**src/rtl/priority_resolver_isr.sv**
```systemverilog
// 8259-style priority resolver: ISR ownership, fully nested priority, INTA sequencing, vector output.
// Optional automatic rotation on non-specific EOI: define PRIORITY_ROTATE_EN.
module priority_resolver_isr #(
   parameter int SYNC_STAGES = 2
) (
   input  logic       clk,
   input  logic       rst_n,
   input  logic [7:0] irr,
   input  logic [7:0] imr,
   input  logic [4:0] icw2_base,
   input  logic       inta_n,
   input  logic       eoi,
   input  logic       eoi_specific,
   input  logic [2:0] eoi_level,
   output logic       int_req,
   output logic [7:0] isr,
   output logic [7:0] vector,
   output logic       vector_valid
);

   typedef enum logic [1:0] {ST_IDLE = 2'd0, ST_ACK1 = 2'd1, ST_ACK2 = 2'd2} state_t;

   // Returns {found, level} of the highest-priority set bit; lp is the lowest-priority level.
   function automatic logic [3:0] top_level(input logic [7:0] bits, input logic [2:0] lp);
      logic [3:0] res;
      logic [2:0] lvl;
      res = 4'd0;
      for (int i = 8; i >= 1; i--) begin
         lvl = lp + 3'(i);
         if (bits[lvl]) res = {1'b1, lvl};
         else res = res;
      end
      return res;
   endfunction

   // Rank 0 is the highest priority.
   function automatic logic [2:0] rank_of(input logic [2:0] lvl, input logic [2:0] lp);
      return lvl - lp - 3'd1;
   endfunction

   state_t                 state_r;
   logic [SYNC_STAGES-1:0] sync_r;
   logic                   prev_r, fall_r, rise_r;
   logic                   int_req_r, valid_r;
   logic [7:0]             isr_r, vector_r;
   logic [2:0]             sel_r;
   logic [2:0]             lp_s;
   logic [3:0]             cand_s, top_isr_s;
   logic                   pending_s;
   logic [7:0]             isr_clr_s, isr_set_s;

`ifdef PRIORITY_ROTATE_EN
   logic [2:0] lp_r;

   // Rotation pointer follows the level retired by each non-specific EOI.
   always_ff @(posedge clk or negedge rst_n) begin
      if (!rst_n) lp_r <= 3'd7;
      else if (eoi && !eoi_specific && top_isr_s[3]) lp_r <= top_isr_s[2:0];
      else lp_r <= lp_r;
   end
   assign lp_s = lp_r;
`else
   assign lp_s = 3'd7;
`endif

   // INTA synchronizer with registered edge pulses.
   always_ff @(posedge clk or negedge rst_n) begin
      if (!rst_n) begin
         sync_r <= {SYNC_STAGES{1'b1}};
         prev_r <= 1'b1;
         fall_r <= 1'b0;
         rise_r <= 1'b0;
      end else begin
         sync_r <= {sync_r[SYNC_STAGES-2:0], inta_n};
         prev_r <= sync_r[SYNC_STAGES-1];
         fall_r <= prev_r & ~sync_r[SYNC_STAGES-1];
         rise_r <= ~prev_r & sync_r[SYNC_STAGES-1];
      end
   end

   // Priority resolution and ISR set/clear masks.
   always_comb begin
      cand_s    = top_level(irr & ~imr, lp_s);
      top_isr_s = top_level(isr_r, lp_s);
      isr_clr_s = 8'd0;
      isr_set_s = 8'd0;
      if (cand_s[3] && (!top_isr_s[3] ||
          (rank_of(cand_s[2:0], lp_s) < rank_of(top_isr_s[2:0], lp_s)))) pending_s = 1'b1;
      else pending_s = 1'b0;
      if (eoi) begin
         if (eoi_specific) isr_clr_s[eoi_level] = 1'b1;
         else if (top_isr_s[3]) isr_clr_s[top_isr_s[2:0]] = 1'b1;
         else isr_clr_s = 8'd0;
      end else begin
         isr_clr_s = 8'd0;
      end
      if (state_r == ST_IDLE && fall_r && pending_s) isr_set_s[cand_s[2:0]] = 1'b1;
      else isr_set_s = 8'd0;
   end

   // Acknowledge FSM, ISR update and registered outputs; a set beats a same-cycle clear.
   always_ff @(posedge clk or negedge rst_n) begin
      if (!rst_n) begin
         state_r   <= ST_IDLE;
         int_req_r <= 1'b0;
         isr_r     <= 8'd0;
         vector_r  <= 8'd0;
         valid_r   <= 1'b0;
         sel_r     <= 3'd7;
      end else begin
         isr_r <= (isr_r & ~isr_clr_s) | isr_set_s;
         case (state_r)
            ST_IDLE: begin
               if (fall_r) begin
                  int_req_r <= 1'b0;
                  sel_r     <= pending_s ? cand_s[2:0] : 3'd7;
                  state_r   <= ST_ACK1;
               end else begin
                  int_req_r <= pending_s;
               end
            end
            ST_ACK1: begin
               int_req_r <= 1'b0;
               if (fall_r) begin
                  vector_r <= {icw2_base, sel_r};
                  valid_r  <= 1'b1;
                  state_r  <= ST_ACK2;
               end else begin
                  state_r <= ST_ACK1;
               end
            end
            ST_ACK2: begin
               int_req_r <= 1'b0;
               if (rise_r) begin
                  valid_r <= 1'b0;
                  state_r <= ST_IDLE;
               end else begin
                  state_r <= ST_ACK2;
               end
            end
            default: begin
               int_req_r <= 1'b0;
               valid_r   <= 1'b0;
               state_r   <= ST_IDLE;
            end
         endcase
      end
   end

   assign int_req      = int_req_r;
   assign isr          = isr_r;
   assign vector       = vector_r;
   assign vector_valid = valid_r;

endmodule

```
**config.mk**
```make
export PLATFORM = sky130hd
export DESIGN_NAME = priority_resolver_isr
export DESIGN_NICKNAME = d
export VERILOG_FILES = /design/src/rtl/priority_resolver_isr.sv
export SDC_FILE = /design/constraint.sdc
export NUM_CORES = 1
export LEC_CHECK = 0
export ABC_AREA = 1
export CAP_MARGIN = 20
export CORE_MARGIN = 4
export CORE_UTILIZATION = 45
export CTS_CLUSTER_DIAMETER = 40
export DETAILED_ROUTE_END_ITERATION = 8
export PLACE_DENSITY = 0.76
export SYNTH_ARGS = -nofsm -noshare
export SYNTH_HDL_FRONTEND = slang
export SYNTH_SLANG_ARGS = --single-unit
```
**constraint.sdc**
```tcl
create_clock -name clk -period 4.4 [get_ports clk]
set_clock_uncertainty 0.1 [all_clocks]
set_input_delay 0.66 -clock clk [delete_from_list [all_inputs] [get_ports clk]]
set_output_delay 0.66 -clock clk [all_outputs]
set_load 0.02 [all_outputs]
```
# Word-level counts from Yosys, hierarchy flattened
# Index checks and enable logic that the tools add are counted.
# word_totals
ff_bits	28
in_bits	29
output_inout_bits	18
# op_classes
n_reduce_logical	12
bitwise	10
addsub	4
eq_ne	5
n_lt_le_gt_ge	7
n_mux	37
# ops
cell	n
4-bit 2-to-1 mux	16
8-bit 2-to-1 mux	4
8-bit AND	2
8-bit inverter	2
3-bit by 4-bit < comparator with 1-bit output, second input constant	3
1-bit demux with 3-bit select	3
3-bit by 1-bit >= comparator with 1-bit output, second input constant	3
1-bit 2-to-1 mux	8
8-bit OR	1
1-bit logical AND	6
2-bit 2-to-1 mux	3
2-bit inequality test, second input constant	3
2-bit one-hot mux with 3 select lines	1
3-bit by 1-bit subtractor with 3-bit output, second input constant	2
3-bit subtractor, second input constant	2
2-bit AND reduction	2
3-bit < comparator	1
3-bit 2-to-1 mux	1
1-bit inverter	3
1-bit one-hot mux with 3 select lines	1
3-bit AND reduction	1
1-bit AND	2
2-bit by 1-bit == test with 1-bit output, second input constant	1
2-bit == test, second input constant	1
3 further kinds	3

# Longest topological paths before layout
# logic_depth
word_depth	19
mapped_depth	17
mapped_depth_nobuf	16

# Least setup slack after synthesis
# No wires, ideal clock.
# synth_timing
path_type	input to register
startpoint	in imr[1]
endpoint	reg sel_r[2]
slack_ns	2.283
arrival_ns	1.942
required_time_ns	4.225
cell_stages	12
cell_sequence	inv_1 nand2_1 nand2_1 nor3_2 ha_1 a21oi_1 nand2_1 nand2_2 buf_6 nand3_2 nand2_1 nand2_1
# synth_between
elab_chain_cells	11
# synth_lines
element	line_no	rtl
start: declaration	9	input logic [7:0] imr,
8-bit inverter *	83	cand_s = top_level(irr & ~imr, lp_s);
8-bit AND *	83	
4-bit 2-to-1 mux * (2 in series)	30	if (bits[lvl]) res = {1'b1, lvl};
3-bit subtractor	38	return lvl - lp - 3'd1;
3-bit by 1-bit subtractor with 3-bit output	38	
3-bit < comparator	88	(rank_of(cand_s[2:0], lp_s) < rank_of(top_isr_s[2:0], lp_s)))) pending_s = 1'b1;
1-bit logical OR	87	if (cand_s[3] && (!top_isr_s[3] ||
1-bit logical AND	87	
1-bit 2-to-1 mux	87	
3-bit 2-to-1 mux *	116	sel_r <= pending_s ? cand_s[2:0] : 3'd7;
end signal: assignment	116	
end: declaration	46	logic [2:0] sel_r;
# Every way passes the cells marked *; elsewhere a longest branch is shown, timed or not.
# A chain may end at the register's enable or synchronous reset.

# Final worst setup path
# layout_timing
startpoint	in imr[1]
endpoint	reg isr_r[0] (netlist: isr[0])
# layout_between
elab_chain_cells	13
# layout_lines
element	line_no	rtl
8-bit inverter *	83	
8-bit AND *	83	
4-bit 2-to-1 mux * (2 in series)	30	
3-bit subtractor	38	
3-bit by 1-bit subtractor with 3-bit output	38	
3-bit < comparator	88	
1-bit logical OR	87	
1-bit logical AND	87	
1-bit 2-to-1 mux	87	
1-bit logical AND	97	if (state_r == ST_IDLE && fall_r && pending_s) isr_set_s[cand_s[2:0]] = 1'b1;
8-bit 2-to-1 mux *	97	
8-bit OR *	111	isr_r <= (isr_r & ~isr_clr_s) | isr_set_s;
end signal: assignment	111	
end: declaration	45	logic [7:0] isr_r, vector_r;
# Marked as above.

==> flow_summary.ini <==
[outcome]
status = finished clean

[routing]
drt_iter0_drc = 76
drt-pass1-iter-count = 5
drt-total-wl_um = 3550
drcViolationCount = 0
routedWlPerCell_um = 11.8
viasPerCell = 4.92
vias = 1485
ant_nets = 0

[global_routing]
grt_usage = 0.166
busiest_layer = met2
grt_overflow = 0
grt_pass1_vias = 1335
gr-usage-met1 = 0.226
gr-usage-met2 = 0.275
grt_first_pass_wirelength_um = 5910
grt_antenna_before_repair = 0
use_met3 = 0.0146
grt_max_degree = 25

[clock_network]
cts_buffer_depth = 2
clock_latency_ns = 0.27
cts.clk_slew.worst_paths_ns = 0.09
cts_hold_buf = 0
cts_root_buf = clkbuf_8
post_cts_buffers = 0
cts_tree = done
cts_sinks = 28
htreeDepth = 1
cts_buffers = 3
cts_resized = 0

[sta]
final-hold-violation-count = 0
fin_ws_ns = 1.96
slew_headroom = 0.536
worstMarginPinSlew_ns = 0.694
post-route-period-util = 0.555
max_freq_mhz = 410
drv_slew = 0
fin_crit_ns = 2.44
finalSetupViolations = 0
fin_tns_setup_ns = 0
rsz0062_at_grt = no

[place]
dp_hpwl_um = 2910
dpl.cell_count = 297
pre_cts_ws_ns = 1.65
portBuffers = 46
gp_congestion = 0.871

[synth]
synth_most_common_cell = nand2_1
syn_inst = 208
syn_area_um2 = 1650
synth_cell_types = 30
ys_ff_latch = 28
synth_area_leader_cell = dfrtp_1
synth-warning-count = 0
synth_seq_area_share = 0.430
ys.flop_type = dfrtp_1
synth_top_area_frac = 0.334
synth_edf_count = 0
synth_area_leaders = dfrtp_1 (33%), nand2_1 (13%), dfstp_2 (9.6%)
ys_top_cells_by_count = nand2_1 (58), inv_1 (25), dfrtp_1 (22), nor2_1 (22), o21ai_0 (10)
synth_nets = 239
postSynthAreaPerCell_um2 = 7.92
async_reset_ff_frac = 1.00

[run]
maxCapViolations = 0

[die]
start_util = 0.479
dieArea_um2 = 4690
core_um2 = 3440
placementRows = 21
die_w_um = 68.5
ios = 47
die_h_um = 68.5

[hold_path]
worstHoldPathType = flop to flop

[power_and_ir_drop]
power_density_nw_per_um2 = 505
leakagePower_uw = 0.00109
ir_worst_vdd_v = 0.000197
finalPower_uw = 1120

[worst_setup_path]
path_delay_family = simple AND/OR/NAND/NOR gates
cp_common_cell = nand2_1
critPathLaunchType = input port
max_stage_delay_ns = 0.45
path_max_fanout = 12
required_ns = 4.51
critPathKind = input port to flop
crit_buf_inv = 2
cp.arrival_ns = 2.55
cp-end-kind = flop
crit_path_cell_trace = clkdlybuf4s50_1, inv_1, nand2_1, nand2_1, nor3_2, ha_1, a21oi_1, nand2_1, nand2_2, nand4_1, nand2_1
critical_path.slowest_cell = clkdlybuf4s50_1

[layout]
drive_above_1_share = 0.152
num-fill-cells = 302
synthToLayoutAreaGrowth_pct = 34.4
fin_nets = 288
diodes = 0
final_cells = 302
final_util = 0.643
[routing by layer]
metal	wire length, um	part of all wire	vias up
li1	-	-	767
met1	1560	0.44	673
met2	1750	0.49	41
met3	175	0.049	4
met4	60	0.017	0
met5	0	0	-
[sequential cells by signal, indices dropped and copies added (netlist names)]
| register | flops |
|---|---|
| isr | 8 |
| state_r | 2 |
| sel_r | 3 |
| vector_valid | 1 |
| rise_r | 1 |
| vector | 8 |
| prev_r | 1 |
| fall_r | 1 |
| sync_r | 2 |
| int_req | 1 |
[path summary, 6_finish.rpt]
path | from | endpoint | slack [ns] | cells past startpoint
worst max register to register | isr[5]$_DFF_PN0_ | isr[0]$_DFF_PN0_ | 2.27 | 14
worst max-delay path | imr[1] | isr[0]$_DFF_PN0_ | 1.96 | 11
max in group asynchronous | rst_n | sync_r[1]$_DFF_PN1_ | 3.07 | 3
worst min-delay path | sync_r[0]$_DFF_PN1_ | sync_r[1]$_DFF_PN1_ | 0.27 | 0
worst min register to register | sync_r[0]$_DFF_PN1_ | sync_r[1]$_DFF_PN1_ | 0.27 | 0
min in group asynchronous | rst_n | vector[5]$_DFFE_PN0P_ | 0.49 | 1
[worst reg2reg max path: stages (launching register included)]
cell     delay [ns]
dfrtp_1        0.43
nor2_1         0.23
inv_1          0.09
nor2_1         0.11
inv_1          0.08
nand2_1        0.06
nand2_1        0.07
ha_1           0.30
nand2_1        0.06
inv_1          0.03
nand2_1        0.05
nand2_1        0.05
nand2_2        0.18
nand4_1        0.12
nand2_1        0.12
[power by group]
group | total (uW) | switching, uW | internal (uW)
registers | 404 | 56.0 | 348
clock network | 201 | 78.7 | 122
logic | 514 | 280 | 234
total | 1120 | 414 | 704
[per-stage QoR]
step / cell area, um^2 / hold WS, ns
after detailed placement: 2130 / 0.255
after global routing: 2210 / 0.275
final: 2210 / 0.268
after CTS: 2200 / 0.269
after floorplan: 1650 / 0.245
after global placement: 2130 / 0.248
[layout make-up]
| cell class | instances | area [um^2] | share of cell area |
|---|---|---|---|
| multi-input cells | 144 | 772 | 0.349 |
| well taps | 46 | 57.6 | 0.0260 |
| clock inverters | 1 | 30.0 | 0.0136 |
| flip-flops and latches | 28 | 708 | 0.320 |
| inverters | 32 | 123 | 0.0554 |
| clock buffers | 3 | 41.3 | 0.0186 |
| repair buffers | 48 | 483 | 0.218 |
[placed cells by master (no fill, tap or decap)]
cell and n:
nand2_1 58, clkdlybuf4s50_1 46, inv_1 25, nor2_1 22, dfrtp_1 22, o21ai_0 10
nand4_1 9, mux2_2 8, nand3_1 7, dfstp_2 6, inv_2 5, a21oi_1 5
o31ai_1 4, nand2_2 3, nand3_2 3, a31oi_1 3, clkbuf_8 3, nand2_4 2
ha_1 2, o21ai_1 1, a21oi_2 1, nor3_2 1, o21bai_1 1, clkinvlp_2 1
a21oi_4 1, clkinv_2 1, o41ai_1 1, nor2_2 1, o21a_1 1, bufinv_16 1
buf_8 1, buf_4 1
[logic make-up after synthesis]
logic type               synth area share
adder cells (fa/ha/maj)            0.0152
flip-flops                          0.430
buffers and inverters               0.102
AND/OR/NAND/NOR                     0.291
AO/OA/AOI/OAI                       0.108
multiplexers                       0.0547
(Power assumes the default switching activity.)
